$ cat src/rtl/mem_access_unit.sv
// rtl/mem_access_unit.sv - single-outstanding load/store memory access unit
// Accepts one request at a time, issues a word-aligned byte-enabled access and reports completion.
module mem_access_unit (
    input  logic        clk,
    input  logic        rst,
    input  logic        req_valid,
    output logic        req_ready,
    input  logic        req_we,
    input  logic [2:0]  req_type,
    input  logic [31:0] req_addr,
    input  logic [31:0] req_wdata,
    output logic        mem_req,
    output logic        mem_we,
    output logic [31:0] mem_addr,
    output logic [3:0]  mem_be,
    output logic [31:0] mem_wdata,
    input  logic        mem_gnt,
    input  logic        mem_rvalid,
    input  logic [31:0] mem_rdata,
    output logic        ld_valid,
    output logic [31:0] ld_mdr,
    output logic [31:0] ld_addr,
    output logic [2:0]  ld_type,
    output logic        st_done,
    output logic        misalign
);

    typedef enum logic [1:0] {IDLE, ISSUE, WAIT_R} state_t;

    state_t      state;
    logic        lat_we;
    logic [2:0]  lat_type;
    logic [31:0] lat_addr;

    logic        req_misalign;
    logic [3:0]  be_calc;
    logic [31:0] wdata_calc;

    // Lane selection and store-data replication decoded straight from the request.
    always_comb begin
        req_misalign = 1'b0;
        be_calc      = 4'b0000;
        wdata_calc   = 32'h0;
        case (req_type)
            3'b000, 3'b011: begin
                be_calc    = 4'b0001 << req_addr[1:0];
                wdata_calc = {4{req_wdata[7:0]}};
            end
            3'b001, 3'b100: begin
                be_calc      = req_addr[1] ? 4'b1100 : 4'b0011;
                wdata_calc   = {2{req_wdata[15:0]}};
                req_misalign = req_addr[0];
            end
            3'b010: begin
                be_calc      = 4'b1111;
                wdata_calc   = req_wdata;
                req_misalign = |req_addr[1:0];
            end
            default: req_misalign = 1'b1;
        endcase
        if (!req_we) begin
            wdata_calc = 32'h0;
        end
    end

    always_ff @(posedge clk) begin
        if (rst) begin
            state     <= IDLE;
            req_ready <= 1'b0;
            mem_req   <= 1'b0;
            mem_we    <= 1'b0;
            mem_addr  <= 32'h0;
            mem_be    <= 4'b0000;
            mem_wdata <= 32'h0;
            ld_valid  <= 1'b0;
            ld_mdr    <= 32'h0;
            ld_addr   <= 32'h0;
            ld_type   <= 3'b000;
            st_done   <= 1'b0;
            misalign  <= 1'b0;
            lat_we    <= 1'b0;
            lat_type  <= 3'b000;
            lat_addr  <= 32'h0;
        end else begin
            ld_valid <= 1'b0;
            st_done  <= 1'b0;
            misalign <= 1'b0;
            case (state)
                IDLE: begin
                    req_ready <= 1'b1;
                    if (req_valid && req_ready) begin
                        lat_we   <= req_we;
                        lat_type <= req_type;
                        lat_addr <= req_addr;
                        if (req_misalign) begin
                            misalign <= 1'b1;
                        end else begin
                            state     <= ISSUE;
                            req_ready <= 1'b0;
                            mem_req   <= 1'b1;
                            mem_we    <= req_we;
                            mem_addr  <= {req_addr[31:2], 2'b00};
                            mem_be    <= be_calc;
                            mem_wdata <= wdata_calc;
                        end
                    end
                end
                ISSUE: begin
                    if (mem_gnt) begin
                        mem_req   <= 1'b0;
                        mem_we    <= 1'b0;
                        mem_addr  <= 32'h0;
                        mem_be    <= 4'b0000;
                        mem_wdata <= 32'h0;
                        if (lat_we) begin
                            state     <= IDLE;
                            st_done   <= 1'b1;
                            req_ready <= 1'b1;
                        end else begin
                            state <= WAIT_R;
                        end
                    end
                end
                WAIT_R: begin
                    // Read data is captured raw; byte extraction happens downstream.
                    if (mem_rvalid) begin
                        state     <= IDLE;
                        req_ready <= 1'b1;
                        ld_valid  <= 1'b1;
                        ld_mdr    <= mem_rdata;
                        ld_addr   <= lat_addr;
                        ld_type   <= lat_type;
                    end
                end
                default: state <= IDLE;
            endcase
        end
    end

endmodule

$ cat config.mk
export PLATFORM = sky130hd
export DESIGN_NAME = mem_access_unit
export DESIGN_NICKNAME = d
export VERILOG_FILES = /design/src/rtl/mem_access_unit.sv
export SDC_FILE = /design/constraint.sdc
export NUM_CORES = 1
export LEC_CHECK = 0
export CORE_MARGIN = 2
export CORE_UTILIZATION = 45
export DETAILED_ROUTE_END_ITERATION = 8
export HOLD_SLACK_MARGIN = 0.02
export PLACE_DENSITY = 0.77
export RECOVER_POWER = 25
export SLEW_MARGIN = 20
export SYNTH_ARGS = -nofsm -noshare
export SYNTH_HDL_FRONTEND = slang
export SYNTH_SLANG_ARGS = --single-unit
$ cat constraint.sdc
create_clock -name clk -period 5 [get_ports clk]
set_input_delay 0.75 -clock clk [delete_from_list [all_inputs] [get_ports clk]]
set_output_delay 0.75 -clock clk [all_outputs]
set_load 0.01 [all_outputs]
==> results of run 1 <==
path summary, 6_finish.rpt:
kind / from / end / slack [ns] / cells after the start
hold / removal: ld_mdr[25]$_SDFFE_PP0P_ / ld_mdr[25]$_SDFFE_PP0P_ / 0.45 / 2
setup reg to reg: state[0]$_SDFFE_PP0P_ / ld_addr[20]$_SDFFE_PP0P_ / 1.71 / 7
hold reg to reg: ld_mdr[25]$_SDFFE_PP0P_ / ld_mdr[25]$_SDFFE_PP0P_ / 0.45 / 2
setup / recovery: mem_rvalid / ld_addr[20]$_SDFFE_PP0P_ / 1.45 / 6
metal layers:
| layer | vias to the layer above | wire (microns) |
|---|---|---|
| met1 | 3208 | 9290 |
| met4 | 0 | 218 |
| met5 | - | 0 |
| li1 | 3472 | - |
| met3 | 13 | 1540 |
| met2 | 198 | 10000 |
synthesized netlist by cell type (2+ instances only):
| library cell | instances |
|---|---|
| nand3b_1 | 10 |
| inv_1 | 6 |
| buf_4 | 6 |
| a211oi_1 | 4 |
| nand2_1 | 225 |
| clkbuf_1 | 55 |
| o21ai_1 | 4 |
| ha_1 | 4 |
| nor2b_1 | 2 |
| mux2i_1 | 92 |
| a21oi_1 | 116 |
| or4bb_1 | 7 |
| buf_2 | 7 |
| or3b_2 | 33 |
| o21ai_0 | 42 |
| buf_6 | 4 |
| buf_1 | 4 |
| dfxtp_1 | 177 |
| nand2b_1 | 72 |
| nor2_1 | 5 |
| nor3_1 | 3 |
| nor3b_1 | 18 |
report_power, final:
group | switching (mW) | internal [mW]
clock network | 0.621 | 0.816
logic | 0.211 | 0.228
registers | 0.0245 | 1.46
registers in the layout, indices dropped and copies added, names as in the netlist, 2 cells and up:
| signal | cells |
|---|---|
| lat_addr | 32 |
| ld_addr | 32 |
| ld_mdr | 32 |
| mem_wdata | 32 |
| mem_addr | 30 |
| mem_be | 4 |
| lat_type | 3 |
| ld_type | 3 |
| state | 2 |
logic make-up after synthesis:
group	Yosys count	synth area share
simple gates	382	0.253
buf+inv	83	0.0480
flops	177	0.455
compound gates	175	0.118
fa+ha+maj	4	0.00642
other cells	1	0.000481
mux	93	0.120
worst reg2reg max path: cells and delay by family, from the launching register on:
family,cells,cell delay (ns)
DFF,1,0.33
and+or+nand+nor,2,1.88
AOI/OAI and AO/OA,1,0.14
buffers and inverters,3,0.68
adders and majority gates,1,0.21
per-stage QoR:
stage,util,hold slack (ns),cell area [sq um],instances,total power [mW]
2_1_floorplan,-,0.432,7790,916,1.76
4_1_cts,0.637,0.453,10900,1352,3.39
3_5_place_dp,0.600,0.443,10300,1320,1.96
5_1_grt,0.637,0.464,10900,1352,3.47
6_report,0.637,0.450,10900,1352,3.36
3_3_place_gp,0.600,0.437,10300,1320,1.95
area by class of cell:
class	instances	area (sq um)
repair buffers	256	2520
well taps	225	282
flip-flops and latches	177	3540
fillers	1492	6220
clock inverters	15	215
clock buffers	17	425
multi-input cells	656	3890
inverters	6	22.5
==> metrics.txt, run 1 <==
# TYPE chip_impl_metric gauge
chip_impl_metric{name="final_routed_wirelength",unit="mm"} 21.1
chip_impl_metric{name="async_flop_share",unit=""} 0
chip_impl_metric{name="grt_remaining_overflow",unit=""} 0
chip_impl_metric{name="detailroute.via_count",unit=""} 6891
chip_impl_metric{name="number_of_synthesized_flops_with_an_enable_pin",unit=""} 0
chip_impl_metric{name="timing.final.hold_violations",unit=""} 0
chip_impl_info{name="clock_tree.root_cell",value="clkbuf_16"} 1
chip_impl_metric{name="max_clock_freq",unit="MHz"} 281
chip_impl_info{name="yosys-top-cells-area",value="dfxtp_1 (45%), mux2i_1 (12%), nand2_1 (11%)"} 1
chip_impl_metric{name="syn-mean-instance-area",unit="sq um"} 8.51
chip_impl_info{name="synthFlopType",value="dfxtp_1"} 1
chip_impl_metric{name="n_antenna_cell",unit=""} 0
chip_impl_metric{name="clock_sinks",unit=""} 177
chip_impl_metric{name="clk-insertion-delay-late",unit="ns"} 0.43
chip_impl_metric{name="synthDistinctLibCells",unit=""} 41
chip_impl_metric{name="final_setup_margin",unit="ns"} 1.45
chip_impl_metric{name="setup_total_negative_slack",unit="ns"} 0
chip_impl_metric{name="post_cts_buffers",unit=""} 0
chip_impl_metric{name="final_net_count",unit=""} 1223
chip_impl_metric{name="number_of_failing_setup_endpoints_in_the_final_timing_report",unit=""} 0
chip_impl_info{name="violated_checks",value="max-capacitance violations, max-slew violations"} 1
chip_impl_metric{name="cts.path.max_buffers",unit=""} 2
chip_impl_metric{name="dp_slack",unit="ns"} 1.56
chip_impl_metric{name="grt_pass1_vias",unit=""} 6531
chip_impl_info{name="leading_cell_type_in_the_layout_fill_and_taps_excluded",value="nand2_1"} 1
chip_impl_metric{name="cts_hold_buffers",unit=""} 0
chip_impl_metric{name="use_met3",unit=""} 0.0647
chip_impl_metric{name="vdd_ir_drop_max",unit="mV"} 0.230
chip_impl_metric{name="yosysWarningCount",unit=""} 0
chip_impl_info{name="critical_path.startpoint_type",value="input port"} 1
chip_impl_metric{name="grt_use_met2",unit=""} 0.376
chip_impl_metric{name="post_route_cells_drive_above_1_share",unit=""} 0.0736
chip_impl_info{name="crit_path_cell_trace",value="dlygate4sd3_1 > inv_1 > nor2_1 > buf_4 > nand2_1 > a21oi_1"} 1
chip_impl_metric{name="detail_route.vias_per_cell",unit=""} 5.10
chip_impl_metric{name="rows",unit=""} 48
chip_impl_metric{name="post_synth_inst_count",unit=""} 915
chip_impl_metric{name="wire_length_of_the_first_global_routing_pass",unit="mm"} 33.1
chip_impl_metric{name="die_area",unit="sq mm"} 0.0184
chip_impl_metric{name="critPathMaxFanout",unit=""} 36
chip_impl_info{name="clock_tree_from_tritoncts",value="built"} 1
chip_impl_metric{name="fin_skew",unit="ns"} 0.0101
chip_impl_metric{name="drc_violation_count_after_routing",unit=""} 0
chip_impl_metric{name="routedWlPerCell",unit="microns"} 15.6
chip_impl_metric{name="cts_resized",unit=""} 0
chip_impl_metric{name="crit_path_max_incr_delay",unit="ns"} 1.78
chip_impl_metric{name="antenna_left",unit=""} 0
chip_impl_metric{name="routabilityCongestion",unit=""} 0.860
chip_impl_metric{name="clock_transition_time_at_the_flip_flop_clock_pins_of_the_worst_setup_and_hold_paths",unit="ns"} 0.08
chip_impl_metric{name="timing.final.crit_period",unit="ns"} 3.55
chip_impl_metric{name="count_of_input_and_output_buffers",unit=""} 243
chip_impl_metric{name="die_height",unit="microns"} 136
chip_impl_metric{name="htreeDepth",unit=""} 4
chip_impl_info{name="critical_path.top_delay_family",value="simple AND/OR/NAND/NOR gates"} 1
chip_impl_info{name="post-synth-top-area-cell",value="dfxtp_1"} 1
chip_impl_metric{name="timing.max_slew.rel_slack",unit=""} -0.627
chip_impl_metric{name="cp.required",unit="ns"} 5.35
chip_impl_info{name="hp-class",value="register to register"} 1
chip_impl_info{name="crit_path_top_delay_cell",value="nor2_1"} 1
chip_impl_metric{name="drt_first_pass_iters",unit=""} 5
chip_impl_metric{name="synth_seq_cells",unit=""} 177
chip_impl_metric{name="ioPinCount",unit=""} 246
chip_impl_metric{name="synth_top_cell_area_share",unit=""} 0.455
chip_impl_metric{name="antenna_found_initial",unit=""} 0
chip_impl_metric{name="drt-initial-drc-count",unit=""} 260
chip_impl_metric{name="final_min_period_over_clock_period",unit=""} 0.711
chip_impl_metric{name="worst_ep_arrival_time",unit="ns"} 3.91
chip_impl_metric{name="detailedPlacementHpwl",unit="mm"} 13.8
chip_impl_metric{name="largest_net_degree_at_the_start_of_global_routing",unit=""} 85
chip_impl_info{name="grt_setup_unrepaired",value="false"} 1
chip_impl_metric{name="grt_use_total",unit=""} 0.225
chip_impl_metric{name="design.core.area",unit="sq mm"} 0.0171
chip_impl_metric{name="netlist_area_pre_place",unit="sq mm"} 0.00779
chip_impl_info{name="final_cell_mix",value="nand2_1 (224), clkdlybuf4s50_1 (190), dfxtp_1 (177)"} 1
chip_impl_metric{name="synth-seq-area-share",unit=""} 0.455
chip_impl_metric{name="total_leakage_power",unit="nW"} 4.12
chip_impl_metric{name="power.density",unit="mW/mm^2"} 308
chip_impl_info{name="top_usage_layer",value="met2"} 1
chip_impl_info{name="outcome",value="complete, but fails checks"} 1
chip_impl_metric{name="critical_path.n_buffers_inverters",unit=""} 3
chip_impl_metric{name="initial_utilization",unit=""} 0.455
chip_impl_metric{name="flow.area_growth_from_synthesis",unit="%"} 39.9
chip_impl_metric{name="worstMarginPinSlew",unit="ns"} 2.43
chip_impl_metric{name="tritoncts.num_buffers",unit=""} 17
chip_impl_info{name="endpoint_kind",value="register"} 1
chip_impl_info{name="critPathKind",value="input port to register"} 1
chip_impl_metric{name="maxCapViolCount",unit=""} 2
chip_impl_metric{name="maxSlewViolCount",unit=""} 74
chip_impl_metric{name="global_route.usage.met1",unit=""} 0.285
chip_impl_metric{name="die_w",unit="microns"} 136
Note: power is estimated with default switching activity, not from simulation.
==> run 2: changes to the inputs <==
Settings changed: CORE_UTILIZATION 45 to 42, PLACE_DENSITY 0.77 to 0.75.
Clock period 5 ns to 2.95 ns, I/O delays scaled along.
==> run 2 against run 1 <==
Total power grew 69%. Die area is 6.9% higher. The run ends with max-slew violations left. Sequential share of layout area fell by 0.20 points. Flip-flop and latch count unchanged. Critical path depth down 2. Combinational power increased by 72%. Clock power increased by 68%. Clock skew is 0.0012 ns lower. Critical path type unchanged. Global-route usage shrank 1.2 points. Via count grew 0.58%. Largest power group unchanged. Sequential power grew 70%. Final cell count grew 0.52%.
==> metrics.txt, run 2 (synthesized netlist as in run 1, its figures left out) <==
# TYPE chip_impl_metric gauge
chip_impl_info{name="clock_tree_from_tritoncts",value="built"} 1
chip_impl_info{name="clock_tree.root_cell",value="clkbuf_16"} 1
chip_impl_metric{name="cts_resized",unit=""} 0
chip_impl_metric{name="hold_ws",unit="ns"} 0.350
chip_impl_info{name="holdCritStartpoint",value="req_type[1]"} 1
chip_impl_metric{name="routabilityCongestion",unit=""} 0.854
chip_impl_metric{name="timing.final.crit_period",unit="ns"} 2.55
chip_impl_metric{name="power.density",unit="mW/mm^2"} 518
chip_impl_metric{name="detail_route.vias_per_cell",unit=""} 5.10
chip_impl_metric{name="die_height",unit="microns"} 140
chip_impl_metric{name="maxCapViolCount",unit=""} 0
chip_impl_metric{name="post_cts_buffers",unit=""} 0
chip_impl_info{name="leading_cell_type_in_the_layout_fill_and_taps_excluded",value="nand2_1"} 1
chip_impl_metric{name="clk-insertion-delay-late",unit="ns"} 0.43
chip_impl_metric{name="worstMarginPinSlew",unit="ns"} 1.55
chip_impl_metric{name="vdd_ir_drop_max",unit="mV"} 0.410
chip_impl_metric{name="placed_cells_incl_taps",unit=""} 1327
chip_impl_metric{name="power_frac_clock",unit=""} 0.425
chip_impl_metric{name="post_route_cells_drive_above_1_share",unit=""} 0.0779
chip_impl_metric{name="final_net_count",unit=""} 1226
chip_impl_info{name="final_cell_mix",value="nand2_1 (224), clkdlybuf4s50_1 (219), dfxtp_1 (177)"} 1
chip_impl_metric{name="final_min_period_over_clock_period",unit=""} 0.863
chip_impl_metric{name="share_comb_of_total_power",unit=""} 0.133
chip_impl_metric{name="cts_hold_buffers",unit=""} 0
chip_impl_metric{name="clock_sinks",unit=""} 177
chip_impl_metric{name="drt_first_pass_iters",unit=""} 4
chip_impl_metric{name="grt_pass1_vias",unit=""} 6552
chip_impl_metric{name="cp.required",unit="ns"} 3.27
chip_impl_metric{name="design.core.area",unit="sq mm"} 0.0181
chip_impl_metric{name="critPathMaxFanout",unit=""} 152
chip_impl_metric{name="flow.area_growth_from_synthesis",unit="%"} 40.8
chip_impl_metric{name="internal_power",unit="mW"} 4.26
chip_impl_info{name="critPathLaunch",value="rst"} 1
chip_impl_metric{name="grt_use_total",unit=""} 0.213
chip_impl_metric{name="drc_violation_count_after_routing",unit=""} 0
chip_impl_info{name="critPathKind",value="input port to register"} 1
chip_impl_metric{name="ioPinCount",unit=""} 246
chip_impl_metric{name="worst_ep_arrival_time",unit="ns"} 2.86
chip_impl_metric{name="finalCoreUtilization",unit=""} 0.606
chip_impl_metric{name="net-switching-power",unit="mW"} 1.43
chip_impl_info{name="worst_r2r_startpoint",value="state[1]$_SDFFE_PP0P_"} 1
chip_impl_metric{name="max_clock_freq",unit="MHz"} 393
chip_impl_metric{name="rows",unit=""} 49
chip_impl_info{name="critical_path.startpoint_type",value="input port"} 1
chip_impl_metric{name="antenna_found_initial",unit=""} 0
chip_impl_metric{name="drt-initial-drc-count",unit=""} 299
chip_impl_metric{name="clock_transition_time_at_the_flip_flop_clock_pins_of_the_worst_setup_and_hold_paths",unit="ns"} 0.07
chip_impl_metric{name="initial_utilization",unit=""} 0.431
chip_impl_metric{name="antenna_left",unit=""} 0
chip_impl_metric{name="detailedPlacementHpwl",unit="mm"} 14.1
chip_impl_metric{name="htreeDepth",unit=""} 4
chip_impl_metric{name="setup_total_negative_slack",unit="ns"} 0
chip_impl_metric{name="maxSlewViolCount",unit=""} 152
chip_impl_metric{name="number_of_failing_setup_endpoints_in_the_final_timing_report",unit=""} 0
chip_impl_metric{name="detailroute.via_count",unit=""} 6931
chip_impl_metric{name="die_w",unit="microns"} 140
chip_impl_metric{name="cts.path.max_buffers",unit=""} 2
chip_impl_metric{name="total_leakage_power",unit="nW"} 4.05
chip_impl_metric{name="count_of_input_and_output_buffers",unit=""} 243
chip_impl_metric{name="fin_total_pwr",unit="mW"} 5.68
chip_impl_metric{name="timing.final.hold_violations",unit=""} 0
chip_impl_info{name="hp-class",value="input port to register"} 1
chip_impl_metric{name="tritoncts.num_buffers",unit=""} 17
chip_impl_info{name="outcome",value="complete, but fails checks"} 1
chip_impl_metric{name="grt_remaining_overflow",unit=""} 0
chip_impl_metric{name="final_routed_wirelength",unit="mm"} 21.2
chip_impl_metric{name="fin_skew",unit="ns"} 0.00886
chip_impl_metric{name="die_area",unit="sq mm"} 0.0197
chip_impl_metric{name="wire_length_of_the_first_global_routing_pass",unit="mm"} 33.8
chip_impl_metric{name="seq_power_share",unit=""} 0.442
chip_impl_metric{name="n_antenna_cell",unit=""} 0
chip_impl_metric{name="sw_frac_of_total",unit=""} 0.251
chip_impl_info{name="grt_setup_unrepaired",value="false"} 1
chip_impl_metric{name="timing.reg2reg.setup_slack",unit="ns"} 0.70
chip_impl_info{name="violated_checks",value="max-slew violations"} 1
chip_impl_metric{name="timing.max_slew.rel_slack",unit=""} -0.0356
chip_impl_metric{name="finish.cell_count_without_fillers",unit=""} 1359
chip_impl_metric{name="routedWlPerCell",unit="microns"} 15.6
chip_impl_metric{name="largest_net_degree_at_the_start_of_global_routing",unit=""} 153
chip_impl_info{name="endpoint_kind",value="register"} 1
-- run 2: changes by cell type in the layout (fill, tap and decap cells not counted), sizes merged --
| cell | change |
|---|---|
| clkdlybuf4s50 | +29 |
| clkinvlp | +2 |
| clkinv | -3 |
| clkbuf | +2 |
| buf | +2 |
| dlygate4sd3 | -29 |
-- run 2: power by group through the flow --
stage	Sequential, mW	Clock [mW]	Combinational [mW]
after floorplan	2.58	0	0.396
after global placement	2.57	0	0.753
after detailed placement	2.57	0	0.760
after CTS	2.51	2.47	0.764
after global routing	2.52	2.56	0.817
final	2.51	2.42	0.756
-- run 2: final cells by class --
cell class,instances,area [sq um]
multi-input combinational,656,3890
clock inverter,14,191
inverter,6,22.5
fill,1599,7120
clock buffer,18,439
timing repair buffer,259,2590
tap,229,287
sequential,177,3540
-- run 2: stage by stage --
stage               area, sq um  setup WS, ns
finish                    11000         0.405
global route              11000         0.284
CTS                       11000         0.698
detailed placement        10400         0.328
global placement          10400         0.420
floorplan                  7790          1.10
-- run 2: path summary, 6_finish.rpt --
kind | to | cells past startpoint
setup / recovery | mem_req$_SDFFE_PP0P_ | 4
hold / removal | lat_type[1]$_SDFFE_PP0P_ | 3
setup reg to reg | mem_wdata[7]$_SDFFE_PP0P_ | 7
hold reg to reg | ld_addr[25]$_SDFFE_PP0P_ | 2
-- run 2: critical path, cell delays in order --
cell and delay (ns):
buf_4 0.39, clkbuf_4 1.15, nor2_1 0.27, mux2_1 0.38
-- run 2: metal layers --
| layer | global-route usage | vias to the layer above | part of all wire |
|---|---|---|---|
| met5 | 0 | - | 0 |
| met4 | 0.0707 | 0 | 0.019 |
| met3 | 0.0680 | 31 | 0.080 |
| met2 | 0.337 | 223 | 0.46 |
| met1 | 0.277 | 3209 | 0.44 |
| li1 | - | 3468 | - |
==> run 3: changes to the inputs <==
Settings changed: PLACE_DENSITY 0.75 to 0.73.
==> run 3 against run 2 <==
The run now ends clean. Die area stayed put. Combinational power up 0.9%. Final area increased by 0.31%. Core utilization up 0.19 points. Clock skew hardly changed. Setup slack improved by 0.25 ns. Register-to-register slack worse by 0.04 ns. Clock power is 3% higher. Critical path depth is 2 higher. Largest power group unchanged.
==> metrics.txt, run 3 (synthesized netlist as in run 1, its figures left out) <==
# TYPE chip_impl_metric gauge
chip_impl_metric{name="die_height",unit="microns"} 140
chip_impl_metric{name="htreeDepth",unit=""} 4
chip_impl_metric{name="fill_cells",unit=""} 1591
chip_impl_metric{name="number_of_failing_setup_endpoints_in_the_final_timing_report",unit=""} 0
chip_impl_metric{name="die_area",unit="sq mm"} 0.0197
chip_impl_metric{name="maxSlewViolCount",unit=""} 0
chip_impl_info{name="hp-class",value="input port to register"} 1
chip_impl_metric{name="rows",unit=""} 49
chip_impl_metric{name="detail_route.vias_per_cell",unit=""} 5.08
chip_impl_info{name="worst_r2r_startpoint",value="state[0]$_SDFFE_PP0P_"} 1
chip_impl_info{name="critical_path.top_delay_family",value="simple AND/OR/NAND/NOR gates"} 1
chip_impl_info{name="outcome",value="completed"} 1
chip_impl_metric{name="cts_hold_buffers",unit=""} 0
chip_impl_info{name="endpoint_kind",value="register"} 1
chip_impl_info{name="clock_tree.root_cell",value="clkbuf_16"} 1
chip_impl_metric{name="n_antenna_cell",unit=""} 0
chip_impl_info{name="crit_path_top_delay_cell",value="nand2_1"} 1
chip_impl_metric{name="routabilityCongestion",unit=""} 0.846
chip_impl_metric{name="drt-initial-drc-count",unit=""} 394
chip_impl_metric{name="vdd_ir_drop_max",unit="mV"} 0.431
chip_impl_metric{name="critPathMaxFanout",unit=""} 30
chip_impl_metric{name="worstMarginPinSlew",unit="ns"} 1.14
chip_impl_metric{name="grt_pass1_vias",unit=""} 6594
chip_impl_metric{name="power.density",unit="mW/mm^2"} 524
chip_impl_metric{name="detailroute.via_count",unit=""} 6920
chip_impl_metric{name="cts.path.max_buffers",unit=""} 2
chip_impl_info{name="crit_path_cell_trace",value="inv_1 > ha_1 > nand2_1 > buf_4 > nand2_1 > a21oi_1"} 1
chip_impl_metric{name="clock_sinks",unit=""} 177
chip_impl_metric{name="initial_utilization",unit=""} 0.431
chip_impl_metric{name="min_path_cells",unit=""} 3
chip_impl_metric{name="timing.final.crit_period",unit="ns"} 2.29
chip_impl_metric{name="largest_net_degree_at_the_start_of_global_routing",unit=""} 150
chip_impl_metric{name="wire_length_of_the_first_global_routing_pass",unit="mm"} 34.7
chip_impl_metric{name="worst_ep_arrival_time",unit="ns"} 2.64
chip_impl_metric{name="placed_cells_incl_taps",unit=""} 1329
chip_impl_metric{name="clock_transition_time_at_the_flip_flop_clock_pins_of_the_worst_setup_and_hold_paths",unit="ns"} 0.06
chip_impl_metric{name="setup_total_negative_slack",unit="ns"} 0
chip_impl_metric{name="timing.max_slew.rel_slack",unit=""} 0.237
chip_impl_info{name="leading_cell_type_in_the_layout_fill_and_taps_excluded",value="nand2_1"} 1
chip_impl_metric{name="tritoncts.num_buffers",unit=""} 17
chip_impl_metric{name="final_routed_wirelength",unit="mm"} 21.6
chip_impl_info{name="path_common_cell",value="nand2_1"} 1
chip_impl_info{name="critical_path.reg2reg.endpoint",value="ld_addr[6]$_SDFFE_PP0P_"} 1
chip_impl_metric{name="antenna_left",unit=""} 0
chip_impl_info{name="critPathKind",value="register to register"} 1
chip_impl_metric{name="flow.area_growth_from_synthesis",unit="%"} 41.2
chip_impl_metric{name="post_route_cells_drive_above_1_share",unit=""} 0.0786
chip_impl_metric{name="timing.final.hold_violations",unit=""} 0
chip_impl_metric{name="timing.reg2reg.setup_slack",unit="ns"} 0.66
chip_impl_metric{name="ioPinCount",unit=""} 246
chip_impl_metric{name="rr_worst_depth",unit=""} 6
chip_impl_metric{name="routedWlPerCell",unit="microns"} 15.9
chip_impl_metric{name="clk-insertion-delay-late",unit="ns"} 0.43
chip_impl_info{name="critical_path.startpoint_type",value="register"} 1
chip_impl_metric{name="crit_path_max_incr_delay",unit="ns"} 0.84
chip_impl_metric{name="grt_remaining_overflow",unit=""} 0
chip_impl_metric{name="critical_path.n_buffers_inverters",unit=""} 2
chip_impl_metric{name="cts_resized",unit=""} 0
chip_impl_info{name="holdCritStartpoint",value="req_type[1]"} 1
chip_impl_metric{name="final_net_count",unit=""} 1228
chip_impl_metric{name="finish.cell_count_without_fillers",unit=""} 1361
chip_impl_metric{name="fin_skew",unit="ns"} 0.00864
chip_impl_metric{name="cp.required",unit="ns"} 3.29
chip_impl_metric{name="design.core.area",unit="sq mm"} 0.0181
chip_impl_info{name="worstHoldEndpoint",value="lat_type[1]$_SDFFE_PP0P_"} 1
chip_impl_metric{name="drt_first_pass_iters",unit=""} 5
chip_impl_metric{name="detailedPlacementHpwl",unit="mm"} 14.3
chip_impl_metric{name="die_w",unit="microns"} 140
chip_impl_metric{name="drc_violation_count_after_routing",unit=""} 0
chip_impl_metric{name="grt_use_total",unit=""} 0.218
chip_impl_metric{name="antenna_found_initial",unit=""} 0
chip_impl_metric{name="count_of_input_and_output_buffers",unit=""} 243
chip_impl_info{name="final_cell_mix",value="nand2_1 (225), clkdlybuf4s50_1 (218), dfxtp_1 (177)"} 1
chip_impl_info{name="clock_tree_from_tritoncts",value="built"} 1
chip_impl_metric{name="total_leakage_power",unit="nW"} 4.07
chip_impl_metric{name="final_min_period_over_clock_period",unit=""} 0.778
chip_impl_info{name="grt_setup_unrepaired",value="false"} 1
chip_impl_metric{name="max_clock_freq",unit="MHz"} 436
chip_impl_metric{name="maxCapViolCount",unit=""} 0
chip_impl_metric{name="post_cts_buffers",unit=""} 0
==> run 3: changes by cell type in the layout (fill, tap and decap cells not counted), sizes merged <==
cell and change:
buf +3, bufinv +1, clkbuf +1, clkdlybuf4s50 -1
clkinv +1, dlygate4sd3 +1, inv -4
==> run 3: power by group <==
part	internal (mW)	leakage [nW]	switching, mW
logic	0.401	2.32	0.362
clock network	1.51	0.317	0.983
registers	2.47	1.43	0.0442
total	4.38	4.07	1.39
==> run 3: tightest hold or removal path, stage by stage <==
cell and delay [ns]:
buf_2 0.13, nand2_1 0.07, a21oi_1 0.05
==> run 3: worst max-delay path by stage <==
stage	from	endpoint	slack, ns	cells after the start
after floorplan	state[1]$_SDFFE_PP0P_	mem_wdata[10]$_SDFFE_PP0P_	1.10	8
after global placement	req_type[0]	mem_be[3]$_SDFFE_PP0P_	0.37	6
after detailed placement	req_type[0]	mem_wdata[10]$_SDFFE_PP0P_	0.26	6
after CTS	state[1]$_SDFFE_PP0P_	mem_wdata[10]$_SDFFE_PP0P_	0.68	6
after global routing	state[0]$_SDFFE_PP0P_	ld_addr[12]$_SDFFE_PP0P_	0.43	6
final	state[0]$_SDFFE_PP0P_	ld_addr[6]$_SDFFE_PP0P_	0.66	6
==> run 3: routing by layer <==
layer,GRT usage,vias up,part of all wire
met1,0.288,3247,0.45
li1,-,3468,-
met3,0.0523,22,0.063
met4,0.0542,0,0.010
met5,0,-,0
met2,0.361,183,0.47
==> run 3: layout make-up <==
| cell class | instances | area [sq um] | area share |
|---|---|---|---|
| Inverter | 6 | 22.5 | 0.00205 |
| Tap cell | 229 | 287 | 0.0260 |
| Clock inverter | 12 | 193 | 0.0175 |
| Clock buffer | 20 | 467 | 0.0424 |
| Timing Repair Buffer | 261 | 2590 | 0.236 |
| Sequential cell | 177 | 3540 | 0.322 |
| Multi-Input combinational cell | 656 | 3890 | 0.354 |
==> run 3: through the flow <==
step / instance area (sq um) / utilization / worst slack [ns] / hold slack [ns] / power (mW)
after global placement: 10300 / 0.572 / 0.367 / 0.436 / 3.32
final: 11000 / 0.608 / 0.655 / 0.321 / 5.77
after CTS: 11000 / 0.609 / 0.682 / 0.304 / 5.83
after detailed placement: 10300 / 0.572 / 0.257 / 0.443 / 3.33
after global routing: 11000 / 0.608 / 0.433 / 0.349 / 5.98
after floorplan: 7790 / - / 1.10 / 0.432 / 2.98
